==> config.mk <==
export PLATFORM = sky130hd
export DESIGN_NAME = bet_trit_serializer
export DESIGN_NICKNAME = d
export VERILOG_FILES = /design/src/rtl/bet_pkg.sv /design/src/rtl/bet_mod3_acc.sv /design/src/rtl/bet_trit_serializer.sv
export SDC_FILE = /design/constraint.sdc
export NUM_CORES = 1
export LEC_CHECK = 0
export ABC_AREA = 0
export ABC_CLOCK_PERIOD_IN_PS = 3640
export CORE_AREA = 2 2 47 49
export DETAILED_ROUTE_END_ITERATION = 7
export DIE_AREA = 0 0 49 51
export GPL_TIMING_DRIVEN = 0
export PLACE_DENSITY = 0.71
export SYNTH_ARGS = -nofsm -noshare
export SYNTH_HDL_FRONTEND = slang
export SYNTH_SLANG_ARGS = --single-unit
==> constraint.sdc <==
create_clock -name clk -period 3.64 [get_ports clk]
set_input_delay 1.092 -clock clk [delete_from_list [all_inputs] [get_ports clk]]
set_output_delay 1.092 -clock clk [all_outputs]
set_load 0.01 [all_outputs]
==> src/rtl/bet_pkg.sv <==
// bet_pkg: shared definitions for the BET (binary-encoded ternary) interface.
//
// Encoding of one trit in two bits:
//   01 = 0, 11 = 1, 10 = 2, 00 = invalid (read as 1 / 11).
//
// Contents:
//   trit_t                 - two-bit BET trit
//   BET_0/BET_1/BET_2/BET_INV
//   bet_norm(t)            - maps 00 to 11, all other codes unchanged
//   bet_dec(t)             - trit to value 0..2 (invalid reads as 1)
//   bet_enc(v)             - value 0..2 to trit
//   bet_add3(a, b)         - (a + b) mod 3 on values 0..2
//   bet_state_e            - serializer FSM states
package bet_pkg;

    typedef logic [1:0] trit_t;

    localparam trit_t BET_0   = 2'b01;
    localparam trit_t BET_1   = 2'b11;
    localparam trit_t BET_2   = 2'b10;
    localparam trit_t BET_INV = 2'b00;

    typedef enum logic [1:0] {
        IDLE   = 2'd0,
        SETUP  = 2'd1,
        STROBE = 2'd2,
        HOLD   = 2'd3
    } bet_state_e;

    function automatic trit_t bet_norm(input trit_t t);
        return (t == BET_INV) ? BET_1 : t;
    endfunction

    function automatic logic [1:0] bet_dec(input trit_t t);
        case (t)
            BET_0:   return 2'd0;
            BET_2:   return 2'd2;
            default: return 2'd1;
        endcase
    endfunction

    function automatic trit_t bet_enc(input logic [1:0] v);
        case (v)
            2'd0:    return BET_0;
            2'd1:    return BET_1;
            default: return BET_2;
        endcase
    endfunction

    function automatic logic [1:0] bet_add3(input logic [1:0] a, input logic [1:0] b);
        logic [2:0] s;
        s = {1'b0, a} + {1'b0, b};
        return (s >= 3'd3) ? 2'(s - 3'd3) : s[1:0];
    endfunction

endpackage

==> src/rtl/bet_mod3_acc.sv <==
// bet_mod3_acc: combinational mod-3 sum of a word of BET trits.
//
// Each trit is normalised and decoded (01->0, 11->1, 10->2), the values are
// summed modulo 3 and the result is re-encoded as a BET trit. Used by the
// transmit serializer for its check trit and intended for the receive-side
// checker as well, which is why it normalises its own input.
//
// Ports:
//   word_i  in   2*N_TRITS  trit k in bits [2k+1:2k]
//   sum_o   out  2          BET-encoded mod-3 sum
module bet_mod3_acc
    import bet_pkg::*;
#(
    parameter int N_TRITS = 4
) (
    input  logic [2*N_TRITS-1:0] word_i,
    output logic [1:0]           sum_o
);

    logic [1:0] acc;

    always_comb begin
        acc = 2'd0;
        for (int k = 0; k < N_TRITS; k++) begin
            acc = bet_add3(acc, bet_dec(bet_norm(word_i[2*k +: 2])));
        end
    end

    assign sum_o = bet_enc(acc);

endmodule

==> src/rtl/bet_trit_serializer.sv <==
// bet_trit_serializer: transmit side of the BET trit-strobe interface.
//
// Accepts a word of N_TRITS BET trits over a valid/ready handshake and sends
// it one trit per three-cycle slot (SETUP, STROBE, HOLD) so that a ternary
// D-latch sees stable data for one cycle before and after its enable pulse.
//
// Handshake: a word is accepted on a rising edge where in_valid && in_ready.
// in_ready is high only while idle; in_word is sampled only on that edge.
//
// Optional feature (macro BET_SER_CHECK_EN): when defined, one extra slot
// carrying the mod-3 sum of the data trits is sent after the data trits and
// out_last marks that slot. When undefined no check logic is built.
//
// Ports:
//   clk          in   1          clock, rising edge
//   rst_n        in   1          asynchronous active-low reset
//   in_valid     in   1          in_word is valid
//   in_ready     out  1          block can accept a word (idle)
//   in_word      in   2*N_TRITS  trit k in bits [2k+1:2k], trit 0 sent first
//   out_trit     out  2          BET trit to the latch Data input
//   out_en       out  1          latch Enable strobe
//   out_last     out  1          high during the final slot of a word
//   busy         out  1          high whenever not idle
//   dbg_state_o  out  2          current FSM state (bet_state_e) for debug
module bet_trit_serializer
    import bet_pkg::*;
#(
    parameter int N_TRITS = 4
) (
    input  logic                 clk,
    input  logic                 rst_n,
    input  logic                 in_valid,
    output logic                 in_ready,
    input  logic [2*N_TRITS-1:0] in_word,
    output logic [1:0]           out_trit,
    output logic                 out_en,
    output logic                 out_last,
    output logic                 busy,
    output logic [1:0]           dbg_state_o
);

`ifdef BET_SER_CHECK_EN
    localparam int N_SLOTS = N_TRITS + 1;
`else
    localparam int N_SLOTS = N_TRITS;
`endif
    localparam int CW = ($clog2(N_TRITS + 1) < 1) ? 1 : $clog2(N_TRITS + 1);
    localparam int SW = 2 * N_SLOTS;
    localparam logic [CW-1:0] LAST_SLOT = CW'(N_SLOTS - 1);

    bet_state_e    state_q, state_d;
    logic [CW-1:0] slot_q, slot_d;
    // Low two bits always hold the trit of the current slot.
    logic [SW-1:0] shift_q, shift_d;

    logic [1:0]    out_trit_q, out_trit_d;
    logic          out_en_q, out_en_d;
    logic          out_last_q, out_last_d;
    logic          in_ready_q, in_ready_d;
    logic          busy_q, busy_d;

    logic [2*N_TRITS-1:0] norm_word;
    logic [SW-1:0]        load_word;

    always_comb begin
        norm_word = '0;
        for (int k = 0; k < N_TRITS; k++) begin
            norm_word[2*k +: 2] = bet_norm(in_word[2*k +: 2]);
        end
    end

`ifdef BET_SER_CHECK_EN
    logic [1:0] check_trit;

    bet_mod3_acc #(
        .N_TRITS (N_TRITS)
    ) u_mod3_acc (
        .word_i (norm_word),
        .sum_o  (check_trit)
    );

    // The check trit rides as one more slot above the data trits.
    assign load_word = {check_trit, norm_word};
`else
    assign load_word = norm_word;
`endif

    // Next-state logic.
    always_comb begin
        state_d = state_q;
        slot_d  = slot_q;
        shift_d = shift_q;
        case (state_q)
            IDLE: begin
                if (in_valid) begin
                    state_d = SETUP;
                    slot_d  = '0;
                    shift_d = load_word;
                end
            end
            SETUP:  state_d = STROBE;
            STROBE: state_d = HOLD;
            HOLD: begin
                if (slot_q == LAST_SLOT) begin
                    state_d = IDLE;
                end else begin
                    state_d = SETUP;
                    slot_d  = slot_q + CW'(1);
                    shift_d = shift_q >> 2;
                end
            end
            default: state_d = IDLE;
        endcase
    end

    // Outputs are registered: decode them from the state being entered so
    // each registered value lines up with the cycle of that state.
    always_comb begin
        in_ready_d = (state_d == IDLE);
        busy_d     = (state_d != IDLE);
        out_en_d   = (state_d == STROBE);
        out_last_d = (state_d != IDLE) && (slot_d == LAST_SLOT);
        out_trit_d = (state_d == IDLE) ? BET_1 : shift_d[1:0];
    end

    always_ff @(posedge clk or negedge rst_n) begin
        if (!rst_n) begin
            state_q    <= IDLE;
            slot_q     <= '0;
            shift_q    <= '0;
            out_trit_q <= BET_1;
            out_en_q   <= 1'b0;
            out_last_q <= 1'b0;
            in_ready_q <= 1'b1;
            busy_q     <= 1'b0;
        end else begin
            state_q    <= state_d;
            slot_q     <= slot_d;
            shift_q    <= shift_d;
            out_trit_q <= out_trit_d;
            out_en_q   <= out_en_d;
            out_last_q <= out_last_d;
            in_ready_q <= in_ready_d;
            busy_q     <= busy_d;
        end
    end

    assign out_trit    = out_trit_q;
    assign out_en      = out_en_q;
    assign out_last    = out_last_q;
    assign in_ready    = in_ready_q;
    assign busy        = busy_q;
    assign dbg_state_o = state_q;

endmodule
==> flow_summary.yaml <==
drt:
  wl_per_cell_um: 12.4
  drtPass1Iterations: 4
  highest-signal-layer: "met4"
  route.detailed.drc: 0
  drt_iter0_drc: 14
  vias: 655
  avgViaCountPerCell: 5.12
  drt-met1-wl_um: 731
  wl_met3_um: 88
  wl_met2_um: 724
  wl_mm: 1.59
  final_antenna_net_count: 0
floorplanning:
  start_util_pct: 42.2
  die_h_um: 51
  ios: 19
  core_area_um2: 2060
  die_w_um: 49
  rows: 17
  dieArea_um2: 2500
power_and_ir_drop:
  combinationalPowerShare_pct: 47.6
  pwr-share-clk_pct: 12.4
  seq_power_share_pct: 40.0
  powerDensity_nw_per_um2: 765
  p_int_uw: 529
  p_switching_uw: 323
  ir_drop_v: 0.000405
  p_leak_nw: 0.503
  switching_share_pct: 37.9
setup_path:
  endpoint_kind: "primary output"
  path_cells: "clkdlybuf4s50_1"
  reg2reg_depth: 6
  path_max_fanout: 1
  crit_arrival_ns: 1.37
  critPathBufInv: 1
  startpoint_type: "flip-flop"
  r2r_end: "out_last"
  r2r_start: "dbg_state_o[0]"
  reg2reg_setup_slack_ns: 1.77
  cp_top_family: "flip-flops"
  slowest_stage: "dfstp_2"
  required_ns: 2.55
  critPathKind: "reg2out"
  critPathMaxStageDelay_ns: 0.53
logic_synthesis:
  synth_cells: 78
  synth.distinct_cells: 26
  synth_area_per_cell_um2: 11.2
  yosys_warnings: 0
  ys_ff_latch: 19
  syn-cell-area_um2: 871
  syn_nets: 93
  yosysSeqAreaShare_pct: 55.0
layout:
  final_util_pct: 54.0
  stdcell_count: 128
  area_growth_pct: 27.9
  layout_common_cells: "clkdlybuf4s50_1 (18), dfrtp_1 (16), nand2b_1 (11)"
  drive_gt1_share_pct: 10.0
  final_common_cell: "clkdlybuf4s50_1"
  antenna_cells: 0
  post-route-cell-area_um2: 1110
  fin_nets: 116
status:
  status: "complete, no violations"
timing:
  rsz0062_at_grt: "false"
  finalCritPeriodShare_pct: 67.5
  slew_headroom_pct: 44.9
  worstMarginPinSlew_ns: 0.823
  finalHoldViolCount: 0
  finalSetupViolCount: 0
  slew_violations: 0
  skew_ns: 0.0140
  period_minus_slack_ns: 2.46
  fmax_mhz: 407
  fin_tns_setup_ns: 0
cts:
  cts_resized: 0
  cts_setup_buffers: 0
  clk_path_buf_depth: 2
  cts.clk_slew.worst_paths_ns: 0.11
  h-tree-depth: 1
  numCtsBuffers: 3
  cts_tree: "yes"
  clock_latency_ns: 0.31
  clockRootBuffer: "clkbuf_4"
  cts_hold_buf: 0
  numClockSinks: 19
worst_hold_path:
  min_to: "shift_q[6]"
  hp-class: "reg2reg"
  holdPathStages: 2
  hold_start: "shift_q[6]"
place:
  placed_cells: 124
  routabilityCongestion: 0.733
  placed_cell_area_um2: 1090
  io_buffers: 18
  hpwl_mm: 1.18
grt:
  grt_pass1_vias: 622
  grt_util_all_layers_pct: 14.5
  grt_max_degree: 20
  grt_pass1_wl_mm: 2.70
  overflow: 0
  antenna_found_initial: 0
job:
  maxCapViolations: 0
-- sequential cells by signal, indices dropped and copies added (netlist names) --
name and flops:
busy 1, shift_q 8, out_en 1, out_last 1, dbg_state_o 2, slot_q 3, in_ready 1, out_trit 2
-- metrics by stage --
stage | power [mW] | hold slack [ns] | worst slack (ns)
floorplan | 0.596 | 0.449 | 1.59
global placement | 0.737 | 0.463 | 1.06
detailed placement | 0.753 | 0.466 | 1.04
CTS | 0.861 | 0.493 | 1.16
global route | 0.920 | 0.534 | 1.13
finish | 0.852 | 0.491 | 1.18
-- per-layer routing --
| metal | global-route usage [%] | vias to the layer above |
|---|---|---|
| met5 | 0 | - |
| met4 | 8.57 | 0 |
| met3 | 3.22 | 5 |
| met2 | 24.4 | 23 |
| met1 | 17.1 | 306 |
| li1 | - | 321 |
-- worst max-delay path by stage --
stage / start / slack (ns) / to / cells after the start
after floorplan: in_valid / 1.59 / out_last / 4
after global placement: in_valid / 1.06 / out_last / 5
after detailed placement: in_valid / 1.04 / out_last / 5
after CTS: out_trit[1] / 1.16 / out_trit[1] / 1
after global routing: dbg_state_o[0] / 1.13 / dbg_state_o[0] / 1
final: out_trit[1] / 1.18 / out_trit[1] / 1
-- cells by family after synthesis --
| group | count (synthesis) | share of synthesized area, % |
|---|---|---|
| compound gates | 19 | 15.7 |
| fa+ha+maj | 4 | 5.75 |
| buf+inv | 8 | 3.59 |
| flops | 19 | 55.0 |
| mux | 1 | 1.29 |
| simple gates | 27 | 18.7 |
-- cells in the mapped netlist --
| library cell | count | area [µm²] |
|---|---|---|
| a21oi_1 | 2 | 10.0 |
| a221o_1 | 2 | 20.0 |
| a22o_1 | 1 | 8.76 |
| a22oi_1 | 4 | 30.0 |
| a31oi_1 | 1 | 6.26 |
| and2_0 | 1 | 6.26 |
| and2_4 | 1 | 8.76 |
| and3_1 | 1 | 6.26 |
| and4b_1 | 1 | 10.0 |
| buf_2 | 1 | 5.00 |
| dfrtp_1 | 16 | 400 |
| dfstp_2 | 3 | 78.8 |
| ha_1 | 4 | 50.1 |
| inv_1 | 7 | 26.3 |
| mux2_2 | 1 | 11.3 |
| nand2_1 | 6 | 22.5 |
| nand2b_1 | 11 | 68.8 |
| nand3_1 | 1 | 5.00 |
| nand3b_1 | 2 | 15.0 |
| nor2b_1 | 2 | 12.5 |
| o211ai_1 | 1 | 7.51 |
| o21ai_0 | 4 | 20.0 |
| o31a_1 | 1 | 8.76 |
| o31ai_1 | 2 | 15.0 |
| o32a_1 | 1 | 10.0 |
| or4_1 | 1 | 7.51 |
-- area by class of cell --
type,count,area (µm²)
clock buffer,3,22.5
clock inverter,1,5.00
fill,183,950
tap,28,35.0
timing repair buffer,18,180
inverter,7,26.3
sequential,19,479
buffer,1,5.00
multi-input combinational,51,360
-- power groups by stage --
stage / clock (mW) / combinational, mW / sequential [mW]
2_1_floorplan: 0 / 0.239 / 0.357
3_3_place_gp: 0 / 0.396 / 0.341
3_5_place_dp: 0 / 0.408 / 0.345
4_1_cts: 0.111 / 0.409 / 0.341
5_1_grt: 0.118 / 0.452 / 0.351
6_report: 0.106 / 0.405 / 0.341
Power figures use the tool's default switching activity.
